==> config.mk <==
export PLATFORM = sky130hd
export DESIGN_NAME = mips_cpu_bus_master
export DESIGN_NICKNAME = d
export VERILOG_FILES = /design/src/rtl/mips_cpu_bus_master.sv
export SDC_FILE = /design/constraint.sdc
export NUM_CORES = 1
export LEC_CHECK = 0
export ABC_CLOCK_PERIOD_IN_PS = 3800
export CAP_MARGIN = 20
export CORE_UTILIZATION = 47
export DETAILED_ROUTE_END_ITERATION = 6
export GPL_TIMING_DRIVEN = 0
export HOLD_SLACK_MARGIN = 0.02
export PLACE_DENSITY = 0.86
export SYNTH_ARGS = -nofsm -noshare
export SYNTH_HDL_FRONTEND = slang
export SYNTH_SLANG_ARGS = --single-unit
export TNS_END_PERCENT = 100
==> constraint.sdc <==
create_clock -name clk -period 3.8 [get_ports clk]
set_input_delay 0.38 -clock clk [delete_from_list [all_inputs] [get_ports clk]]
set_output_delay 0.38 -clock clk [all_outputs]
set_load 0.01 [all_outputs]
==> src/rtl/mips_cpu_bus_master.sv <==
// mips_cpu_bus_master: CPU memory-stage initiator on a 32-bit word bus.
// Accepts one load/store at a time, issues an aligned read/write with byte
// enables, holds the command through waitrequest and returns extended load data.
module mips_cpu_bus_master (
    input  logic        clk,
    input  logic        reset_n,
    input  logic        req_valid,
    output logic        req_ready,
    input  logic [2:0]  req_op,
    input  logic [31:0] req_addr,
    input  logic [31:0] req_wdata,
    output logic        resp_valid,
    output logic        resp_err,
    output logic [31:0] resp_rdata,
    output logic [31:0] address,
    output logic        read,
    output logic        write,
    input  logic        waitrequest,
    output logic [31:0] writedata,
    output logic [3:0]  byteenable,
    input  logic [31:0] readdata
);

    localparam logic [2:0] OP_LB  = 3'd0;
    localparam logic [2:0] OP_LBU = 3'd1;
    localparam logic [2:0] OP_LH  = 3'd2;
    localparam logic [2:0] OP_LHU = 3'd3;
    localparam logic [2:0] OP_LW  = 3'd4;
    localparam logic [2:0] OP_SB  = 3'd5;
    localparam logic [2:0] OP_SH  = 3'd6;
    localparam logic [2:0] OP_SW  = 3'd7;

    typedef enum logic [2:0] {
        IDLE    = 3'd0,
        RD_CMD  = 3'd1,
        RD_DATA = 3'd2,
        WR_CMD  = 3'd3,
        RESP    = 3'd4,
        ERR     = 3'd5
    } state_t;

    state_t      state, state_nxt;
    logic [2:0]  op_q;
    logic [1:0]  off_q;

    // Halfwords must be 2-byte aligned, words 4-byte aligned; bytes never fault.
    function automatic logic is_misaligned(input logic [2:0] op, input logic [1:0] off);
        logic bad;
        bad = 1'b0;
        case (op)
            OP_LH, OP_LHU, OP_SH: bad = off[0];
            OP_LW, OP_SW:         bad = (off != 2'b00);
            default:              bad = 1'b0;
        endcase
        return bad;
    endfunction

    function automatic logic is_load(input logic [2:0] op);
        return (op < OP_SB);
    endfunction

    // Little-endian lane selection: byte offset k drives byteenable[k].
    function automatic logic [3:0] lane_enable(input logic [2:0] op, input logic [1:0] off);
        logic [3:0] be;
        case (op)
            OP_LB, OP_LBU, OP_SB: be = 4'b0001 << off;
            OP_LH, OP_LHU, OP_SH: be = off[1] ? 4'b1100 : 4'b0011;
            default:              be = 4'b1111;
        endcase
        return be;
    endfunction

    // Replicating the store data into every lane avoids an offset-dependent shifter;
    // the byte enables pick out the lanes that matter.
    function automatic logic [31:0] lane_replicate(input logic [2:0] op, input logic [31:0] wd);
        logic [31:0] r;
        case (op)
            OP_SB:   r = {4{wd[7:0]}};
            OP_SH:   r = {2{wd[15:0]}};
            default: r = wd;
        endcase
        return r;
    endfunction

    // Pull the addressed lane(s) out of the bus word and sign/zero extend.
    function automatic logic [31:0] load_extend(input logic [2:0] op, input logic [1:0] off,
                                                input logic [31:0] data);
        logic [31:0] shifted;
        logic [7:0]  b;
        logic [15:0] h;
        logic [31:0] r;
        shifted = data >> {off, 3'b000};
        b       = shifted[7:0];
        h       = off[1] ? data[31:16] : data[15:0];
        case (op)
            OP_LB:   r = {{24{b[7]}}, b};
            OP_LBU:  r = {24'd0, b};
            OP_LH:   r = {{16{h[15]}}, h};
            OP_LHU:  r = {16'd0, h};
            default: r = data;
        endcase
        return r;
    endfunction

    // State register.
    always_ff @(posedge clk or negedge reset_n) begin
        if (!reset_n) state <= IDLE;
        else          state <= state_nxt;
    end

    // Next-state logic for the single outstanding transaction.
    always_comb begin
        state_nxt = state;
        case (state)
            IDLE: begin
                if (req_valid) begin
                    if (is_misaligned(req_op, req_addr[1:0])) state_nxt = ERR;
                    else if (is_load(req_op))                 state_nxt = RD_CMD;
                    else                                      state_nxt = WR_CMD;
                end
            end
            RD_CMD:  if (!waitrequest) state_nxt = RD_DATA;
            RD_DATA: state_nxt = RESP;
            WR_CMD:  if (!waitrequest) state_nxt = RESP;
            RESP:    state_nxt = IDLE;
            ERR:     state_nxt = IDLE;
            default: state_nxt = IDLE;
        endcase
    end

    // Request capture at acceptance and result capture on the way into RESP/ERR;
    // resp_rdata only changes at the edge that starts a response, so it holds between them.
    always_ff @(posedge clk or negedge reset_n) begin
        if (!reset_n) begin
            op_q       <= 3'd0;
            off_q      <= 2'd0;
            address    <= 32'd0;
            byteenable <= 4'd0;
            writedata  <= 32'd0;
            resp_rdata <= 32'd0;
        end else begin
            case (state)
                IDLE: begin
                    if (req_valid) begin
                        if (is_misaligned(req_op, req_addr[1:0])) begin
                            resp_rdata <= 32'd0;
                        end else begin
                            op_q       <= req_op;
                            off_q      <= req_addr[1:0];
                            address    <= {req_addr[31:2], 2'b00};
                            byteenable <= lane_enable(req_op, req_addr[1:0]);
                            writedata  <= lane_replicate(req_op, req_wdata);
                        end
                    end
                end
                RD_DATA: resp_rdata <= load_extend(op_q, off_q, readdata);
                WR_CMD:  if (!waitrequest) resp_rdata <= 32'd0;
                default: ;
            endcase
        end
    end

    // Handshake and command strobes decode straight from the state register.
    assign req_ready  = (state == IDLE);
    assign read       = (state == RD_CMD);
    assign write      = (state == WR_CMD);
    assign resp_valid = (state == RESP) || (state == ERR);
    assign resp_err   = (state == ERR);

endmodule

==> results_dict.tcl <==
set metrics [dict create \
    status "complete, no violations" \
    crit_path_end_kind "output port" \
    synth_enable_flop_cells 0 \
    synth_mux_area_share_pct 22.7 \
    synthFlopType "dfrtp_1" \
    syn_area_per_cell_sq_um 12.2 \
    finalHoldViolCount 0 \
    cp_max_fo 9 \
    finalNetCount 747 \
    first_pass_iters 6 \
    cts_tree "built" \
    numPortBuffers 203 \
    hpwl_microns 10900 \
    cts_buffer_depth 2 \
    via_per_inst 5.40 \
    r2r_setup_slack_ps 1640 \
    ant_nets 0 \
    wl_per_cell_microns 18.1 \
    design.die.area_sq_um 11600 \
    h-tree-depth 3 \
    cts_made_buffers 9 \
    p_leak_nw 3.50 \
    r2r-start "state[2]$_DFFE_PN0P_" \
    post-route-min-period_ps 2270 \
    finalSetupViolations 0 \
    clock-sinks 106 \
    hold_depth 1 \
    gp_congestion 0.879 \
    synth_top_family_by_area "multiplexers" \
    synth.distinct_cells 41 \
    finClkSkew_ps 22.7 \
    yosys.area.top_type "dfrtp_1" \
    min_from "resp_rdata[13]$_DFFE_PN0P_" \
    hold_class "reg -> reg" \
    postCtsResizedCells 0 \
    synthXorXnorAreaFrac_pct 0.168 \
    clock_latency_ps 360 \
    postCtsSetupRepairBufs 0 \
    rsz0062_at_grt "false" \
    worstRegToRegCells 6 \
    critPathRequiredTime_ps 3420 \
    synth-simple-area-share_pct 8.61 \
    slew_headroom_pct 51.7 \
    core_area_sq_um 10800 \
    hold_slack_ps 496 \
    max_cap_viol_count 0 \
    tightest_slew_ps 718 \
    start_util_pct 48.2 \
    num_rows 38 \
    synth-seq-cells 106 \
    grt_pass1_wl_microns 22900 \
    grtUsageTotal_pct 25.4 \
    drc 0 \
    powerDensity_nw_per_um2 734 \
    setup_slack_ps 1530 \
    post-route-util_pct 70.9 \
    antenna_found_initial 0 \
    drt-total-wl_microns 14200 \
    vias 4258 \
    ys_warn_count 0 \
    seq_area_frac_synth_pct 50.7 \
    grt_max_degree 74 \
    fmax_ghz 0.440 \
    yosys-top-cells-count "dfrtp_1, mux2_4, a21oi_1, mux2i_1, inv_1" \
    clk_pin_slew_ps 90 \
    layout-drive-gt1-share_pct 15.4 \
    instances_no_fill 789 \
    start_kind "register" \
    ir_drop_uv 412 \
    synthCells 427 \
    cts-root-buf "clkbuf_8" \
    cp.arrival_ps 1890 \
    grt_pass1_vias 4380 \
    reg2reg_to "resp_rdata[27]$_DFFE_PN0P_" \
    maxSlewViolCount 0 \
    overflow 0 \
    synthAdderAreaFrac_pct 0 \
    dp.cells 772 \
    synth_most_common_cell "dfrtp_1" \
    synth_compound_area_share_pct 12.6 \
    areaGrowthSynthToFinish_pct 46.9 \
    die_h_microns 107 \
    io_pins 208 \
    postCtsHoldBufs 1 \
    synth_area_leaders "dfrtp_1, mux2_4, mux2i_1, a221o_1, a21oi_1" \
    drt-initial-drc-count 274 \
    finalPower_mw 5.64 \
    async_flop_share_pct 100 \
    syn_area_sq_um 5230 \
    diodes 0 \
    place_ws_ps 1360 \
    crit_type "reg -> out" \
    timing.hold.worst_endpoint "resp_rdata[13]$_DFFE_PN0P_" \
    finalCritPeriodShare_pct 59.8 \
    die_w_microns 107 \
    synth_top_cell_area_share_pct 50.7 \
]
[power by group]
| group | internal (mW) | switching (mW) | total [mW] |
|---|---|---|---|
| sequential | 1.64 | 0.326 | 1.97 |
| clock | 0.318 | 0.404 | 0.722 |
| combinational | 1.75 | 1.19 | 2.95 |
| total | 3.71 | 1.92 | 5.64 |
[metal layers]
metal  part of all wire (%)  global-route usage, %
met5                      0                      0
met4                    3.1                   9.78
met3                    5.3                   3.15
met2                     47                   41.1
met1                     44                   34.9
[metrics by stage]
step | setup TNS (ps) | cell area, sq um
3_5_place_dp | 0 | 7460
4_1_cts | 0 | 7680
2_1_floorplan | 0 | 5230
3_3_place_gp | -164820 | 7440
5_1_grt | 0 | 7680
6_report | 0 | 7680
[cells by family after synthesis]
| family | after synthesis |
|---|---|
| AOI/OAI and AO/OA | 97 |
| xor gates and xnor gates | 1 |
| buffers and inverters | 54 |
| DFF | 106 |
| muxes | 90 |
| other | 1 |
| and+or+nand+nor | 78 |
[layout make-up]
cell class	instances	area, sq um
fill	777	3160
sequential	106	2650
multi-input combinational	268	2310
tap	140	175
buffer	30	176
clock buffer	9	124
clock inverter	7	83.8
timing repair buffer	205	2070
inverter	24	90.1
[critical path, stage by stage (launching register included)]
cell	delay, ps
dfrtp_1	340
clkbuf_1	270
nor2b_1	240
and2_1	160
clkdlybuf4s50_1	540
[placed cells by master, fill, tap and decap left out, types with 2 or more instances in the layout]
cell type	count
inv_1	23
mux2i_1	26
or3_1	9
mux2_4	52
o21ai_0	19
nor2_1	17
nand2_1	12
a21o_1	2
and2_1	2
buf_2	6
nor3_1	2
inv_8	2
clkinv_4	2
nor2b_1	9
o2bb2ai_1	15
dfrtp_1	106
conb_1	2
clkbuf_8	9
a221o_1	18
clkdlybuf4s50_1	202
buf_6	6
clkbuf_1	14
mux2_2	11
nand2b_1	4
buf_4	4
a31oi_1	2
a21oi_1	35
nand3b_1	16
[sequential cells by signal (all words and copies together) (netlist names)]
signal	cells
writedata	32
resp_rdata	32
state	3
byteenable	4
address	30
off_q	2
op_q	3
[how the worst max path moves through the flow]
stage	start	end	slack, ps	depth (start not counted)
5_1_grt	state[2]$_DFFE_PN0P_	resp_err	1420	4
2_1_floorplan	state[0]$_DFFE_PN0P_	address[10]$_DFFE_PN0P_	1940	6
3_3_place_gp	reset_n	address[10]$_DFFE_PN0P_	-1560	1
3_5_place_dp	req_addr[1]	resp_rdata[24]$_DFFE_PN0P_	1360	6
6_report	state[2]$_DFFE_PN0P_	resp_err	1530	4
4_1_cts	state[2]$_DFFE_PN0P_	resp_err	1510	4
(Power assumes the default switching activity.)
